File: src/rtl/robertson_pkg.sv
// Shared types and widths for the Robertson multiplier host sequencer.
package robertson_pkg;

    localparam int OP_W      = 8;
    localparam int PROD_W    = 16;
    localparam int MUL_IN_W  = 8;
    localparam int MUL_OUT_W = 8;
    localparam int TMO_W     = 8;

    typedef enum logic [2:0] {
        ST_IDLE      = 3'd0,
        ST_LOAD_M    = 3'd1,
        ST_HOLD_M    = 3'd2,
        ST_WAIT_DONE = 3'd3,
        ST_READ_LO   = 3'd4,
        ST_RESP      = 3'd5
    } host_state_t;

endpackage

File: src/rtl/robertson_host.sv
// Host-side sequencer: loads M then Q into a robertson_top, collects the
// two-beat product readout and returns it on a valid/ready response channel.
module robertson_host
    import robertson_pkg::*;
#(
    parameter int TIMEOUT_CYCLES = 64
) (
    input  logic                 clk,
    input  logic                 rst_n,
    input  logic                 req_valid,
    output logic                 req_ready,
    input  logic [OP_W-1:0]      req_m,
    input  logic [OP_W-1:0]      req_q,
    output logic                 rsp_valid,
    input  logic                 rsp_ready,
    output logic [PROD_W-1:0]    rsp_product,
    output logic                 rsp_timeout,
    output logic                 mul_enable,
    output logic [MUL_IN_W-1:0]  mul_inbus,
    input  logic                 mul_done,
    input  logic [MUL_OUT_W-1:0] mul_outbus
);

    localparam logic [TMO_W-1:0] TMO_LAST = TMO_W'(TIMEOUT_CYCLES - 1);

    host_state_t      state_reg;
    logic [OP_W-1:0]  m_reg;
    logic [OP_W-1:0]  q_reg;
    logic [TMO_W-1:0] cnt_reg;

    // All outputs are registered and updated on the transition into the
    // state that owns them, so they are glitch-free at the ports.
    always_ff @(posedge clk or negedge rst_n) begin
        if (!rst_n) begin
            state_reg   <= ST_IDLE;
            m_reg       <= '0;
            q_reg       <= '0;
            cnt_reg     <= '0;
            req_ready   <= 1'b1;
            rsp_valid   <= 1'b0;
            rsp_product <= '0;
            rsp_timeout <= 1'b0;
            mul_enable  <= 1'b0;
            mul_inbus   <= '0;
        end else begin
            case (state_reg)
                ST_IDLE: begin
                    if (req_valid) begin
                        m_reg       <= req_m;
                        q_reg       <= req_q;
                        cnt_reg     <= '0;
                        rsp_product <= '0;
                        rsp_timeout <= 1'b0;
                        req_ready   <= 1'b0;
                        mul_enable  <= 1'b1;
                        mul_inbus   <= req_m;
                        state_reg   <= ST_LOAD_M;
                    end
                end
                ST_LOAD_M: begin
                    mul_enable <= 1'b0;
                    mul_inbus  <= m_reg;
                    state_reg  <= ST_HOLD_M;
                end
                ST_HOLD_M: begin
                    mul_inbus <= q_reg;
                    state_reg <= ST_WAIT_DONE;
                end
                ST_WAIT_DONE: begin
                    cnt_reg <= cnt_reg + 1'b1;
                    // done takes priority over a timeout landing in the same cycle
                    if (mul_done) begin
                        rsp_product[PROD_W-1:MUL_OUT_W] <= mul_outbus;
                        state_reg <= ST_READ_LO;
                    end else if (cnt_reg == TMO_LAST) begin
                        rsp_timeout <= 1'b1;
                        rsp_product <= '0;
                        rsp_valid   <= 1'b1;
                        mul_inbus   <= '0;
                        state_reg   <= ST_RESP;
                    end
                end
                ST_READ_LO: begin
                    rsp_product[MUL_OUT_W-1:0] <= mul_outbus;
                    rsp_valid <= 1'b1;
                    mul_inbus <= '0;
                    state_reg <= ST_RESP;
                end
                ST_RESP: begin
                    if (rsp_ready) begin
                        rsp_valid <= 1'b0;
                        req_ready <= 1'b1;
                        state_reg <= ST_IDLE;
                    end
                end
                default: begin
                    rsp_valid  <= 1'b0;
                    req_ready  <= 1'b1;
                    mul_enable <= 1'b0;
                    mul_inbus  <= '0;
                    state_reg  <= ST_IDLE;
                end
            endcase
        end
    end

endmodule
File: config.mk
export PLATFORM = sky130hd
export DESIGN_NAME = robertson_host
export DESIGN_NICKNAME = d
export VERILOG_FILES = /design/src/rtl/robertson_pkg.sv /design/src/rtl/robertson_host.sv
export SDC_FILE = /design/constraint.sdc
export NUM_CORES = 1
export LEC_CHECK = 0
export BUFFER_PORTS_ARGS = -buffer_cell sky130_fd_sc_hd__buf_2
export CORE_ASPECT_RATIO = 1.1
export CORE_MARGIN = 1.5
export CORE_UTILIZATION = 41
export DETAILED_ROUTE_END_ITERATION = 16
export GPL_ROUTABILITY_DRIVEN = 0
export PLACE_DENSITY_LB_ADDON = 0.25
export SLEW_MARGIN = 20
export SYNTH_ARGS = -nofsm -noshare
export SYNTH_HDL_FRONTEND = slang
export SYNTH_SLANG_ARGS = --single-unit
File: constraint.sdc
create_clock -name clk -period 3 [get_ports clk]
set_input_delay 0.15 -clock clk [delete_from_list [all_inputs] [get_ports clk]]
set_output_delay 0.15 -clock clk [all_outputs]
set_load 0.005 [all_outputs]
==> flow_metrics.tcl <==
set metrics [dict create \
    outcome "complete, no violations" \
    r2r_cells 5 \
    synth_xor_xnor_area_share_pct 0.3519 \
    cp_max_fo 13 \
    area_delta_synth_final_pct 17.70 \
    vdd_drop_max_v 0.0004179 \
    rsz0062_at_grt "no" \
    finalCritPeriodShare_pct 78.53 \
    place_area_mm2 0.002838 \
    dr.max_layer_used "met4" \
    synth_ff_type "dfrtp_1" \
    clkSlewWorstSetupHoldPaths_ns 0.09 \
    grt.overflow.total 0 \
    dieWidth_um 77.29 \
    grt_pass1_vias 1706 \
    wl_um 5111 \
    clockBufferDepth 2 \
    crit_type "register to register" \
    worst_pin_slew_ns 1.059 \
    synth_edf_count 0 \
    rows 29 \
    rrSetupSlack_ns 0.64 \
    min_period_ns 2.356 \
    yosysSeqAreaShare_pct 55.35 \
    postCtsSetupBuffers 0 \
    maxClockFrequency_mhz 424.4 \
    p_leak_nw 1.394 \
    hp-class "primary input to register" \
    avgViaCountPerCell 5.227 \
    relSlewSlack_pct 28.86 \
    p_int_mw 1.879 \
    path_cells "buf_4 -> and3b_1 -> and2_4 -> a2111oi_4 -> mux2_2" \
    critical_path_required_ns 3.19 \
    start_util_pct 42.87 \
    comb_power_share_pct 42.6 \
    avgSynthCellArea_um2 11.68 \
    regMostFlops "rsp_product" \
    antenna_found_initial 0 \
    start_kind "register" \
    critical-path-slowest-cell "dfrtp_1" \
    setup_viol 0 \
    rr_startpoint "state_reg[1]" \
    min_path_cells 2 \
    r2r-end "mul_inbus[5]" \
    largest_register_ffs 16 \
    p_switching_mw 1.041 \
    first_pass_iters 4 \
    numCtsBuffers 5 \
    cp_top_family "flip-flops" \
    synth-compound-area-share_pct 16.84 \
    min_to "q_reg[0]" \
    yosys.area_share.simple_pct 9.402 \
    synthAdderAreaFrac_pct 0.5028 \
    power_density_mw_per_mm2 996.7 \
    drv_cap 0 \
    hold_violations 0 \
    cts_tree "yes" \
    synth_top_family_by_area "compound AO/OA/AOI/OAI gates" \
    route.met3.wl_um 193 \
    core_mm2 0.005806 \
    die_h_um 84.71 \
    critPathArrivalTime_ns 2.55 \
    via_count 1819 \
    design_area_mm2 0.002929 \
    wl_per_cell_um 14.69 \
    insertion_delay_ns 0.31 \
    hold_start "req_q[0]" \
    finalCoreUtilization_pct 50.45 \
    nFillCells 567 \
    ant_nets 0 \
    cp.buffers_inverters 1 \
    end_kind "register" \
    report.final.slew_viol_count 0 \
    nets 300 \
    ys_warn_count 0 \
    ys_types 37 \
    critPathMaxStageDelay_ns 0.56 \
    h-tree-depth 2 \
    grt_pass1_wl_um 8521 \
    drcViolationCount 0 \
    drtIter0Drc 93 \
    finalSetupTns_ns 0 \
    drive_gt1_share_pct 37.64 \
    totalPowerFinal_mw 2.919 \
    netSwitchingFraction_pct 35.65 \
    clkSinkCount 55 \
    hpwl_um 3520 \
    met1Wirelength_um 2468 \
    cts_root_buf "clkbuf_8" \
    port_buffers 56 \
    die_area_mm2 0.006547 \
    synth-seq-cells 55 \
    crit_start "state_reg[1]" \
    ys_async_sr_fraction_pct 100.0 \
    seqPwrFrac_pct 44.0 \
    p_clk_share_pct 13.4 \
    met2_wirelength_um 2374 \
    antenna_cells 0 \
    fin_worst_skew_ns 0.01161 \
    grt_max_degree 38 \
    syn_area_mm2 0.002489 \
    syn_nets 243 \
    io_pins 57 \
    netlist_instances 213 \
    grt_usage_pct 16.47 \
    synthMuxAreaShare_pct 14.48 \
]
[metrics by stage]
step | hold WS, ns | std cells | setup WS (ns)
floorplan | -0.1456 | 213 | 1.048
global placement | 0.2791 | 339 | 0.6723
detailed placement | 0.2886 | 339 | 0.6239
CTS | 0.06244 | 348 | 0.6299
global route | 0.05984 | 348 | 0.4726
finish | 0.07087 | 348 | 0.6440
[Yosys cell counts, types with 2 or more instances]
master | n | area share (%)
dfrtp_1 | 54 | 54
mux2_2 | 32 | 14
nand2_1 | 23 | 3.5
a21oi_1 | 17 | 3.4
a22o_1 | 17 | 6.0
o21ai_0 | 15 | 3.0
clkbuf_1 | 7 | 1.1
inv_1 | 4 | 0.60
nand3_1 | 4 | 0.80
nor2_1 | 4 | 0.60
o21a_1 | 3 | 0.90
a31oi_1 | 2 | 0.50
buf_6 | 2 | 0.90
nand4_1 | 2 | 0.50
nor2b_1 | 2 | 0.50
nor3_1 | 2 | 0.40
o22a_1 | 2 | 0.70
or3_1 | 2 | 0.50
[final cells by class]
class	instances	area, um^2	area share (%)
inverter	5	18.77	0.6408
sequential	55	1378	47.03
multi-input combinational	142	1035	35.33
clock buffer	7	76.32	2.606
clock inverter	1	5.005	0.1709
timing repair buffer	61	320.3	10.94
tap	77	96.34	3.289
[placed cells by master, fill, tap and decap left out, types with 2 or more instances in the layout]
| master | instances |
|---|---|
| buf_2 | 56 |
| dfrtp_1 | 54 |
| mux2_2 | 32 |
| nand2_1 | 23 |
| a21oi_1 | 17 |
| a22o_1 | 17 |
| o21ai_0 | 15 |
| clkbuf_8 | 5 |
| inv_1 | 4 |
| nor2_1 | 4 |
| nand3_1 | 4 |
| buf_4 | 4 |
| o21a_1 | 3 |
| nor2b_1 | 2 |
| nor3_1 | 2 |
| a31oi_1 | 2 |
| or3_1 | 2 |
| o22a_1 | 2 |
| nand4_1 | 2 |
| clkbuf_1 | 2 |
[how the worst max path moves through the flow]
stage | to | slack (ns) | cells past startpoint
3_3_place_gp | mul_inbus[7] | 0.67 | 5
4_1_cts | mul_inbus[5] | 0.63 | 5
6_report | mul_inbus[5] | 0.64 | 5
2_1_floorplan | mul_inbus[0] | 1.05 | 5
5_1_grt | mul_inbus[3] | 0.47 | 5
3_5_place_dp | mul_inbus[5] | 0.62 | 5
[logic make-up after synthesis]
| group | Yosys count |
|---|---|
| AOI/OAI and AO/OA | 61 |
| DFF | 55 |
| and+or+nand+nor | 47 |
| muxes | 32 |
| buffers and inverters | 16 |
| xor gates and xnor gates | 1 |
| adders and majority gates | 1 |
[repair_timing]
| item | CTS | global route |
|---|---|---|
| gates resized for setup | 0 | 0 |
| hold endpoints to repair | 35 | 0 |
| hold buffers | 1 | 0 |
| endpoints found under the setup margin | 0 | 0 |
[worst reg2reg max path, stage by stage (launching register included)]
cell and delay, ns:
dfrtp_1 0.56, buf_4 0.27, and3b_1 0.26, and2_4 0.24, a2111oi_4 0.51, mux2_2 0.41
[power groups by stage]
stage | clock (mW) | sequential, mW | combinational [mW]
2_1_floorplan | 0 | 1.22 | 0.961
3_3_place_gp | 0 | 1.29 | 1.24
3_5_place_dp | 0 | 1.30 | 1.26
4_1_cts | 0.402 | 1.29 | 1.26
5_1_grt | 0.433 | 1.33 | 1.38
6_report | 0.392 | 1.28 | 1.24
[layer usage]
metal	global-route usage, %	up-vias
met5	0	-
met4	6.281	0
met3	3.261	5
met2	24.80	40
met1	23.48	884
li1	-	890
Power figures use the tool's default switching activity.
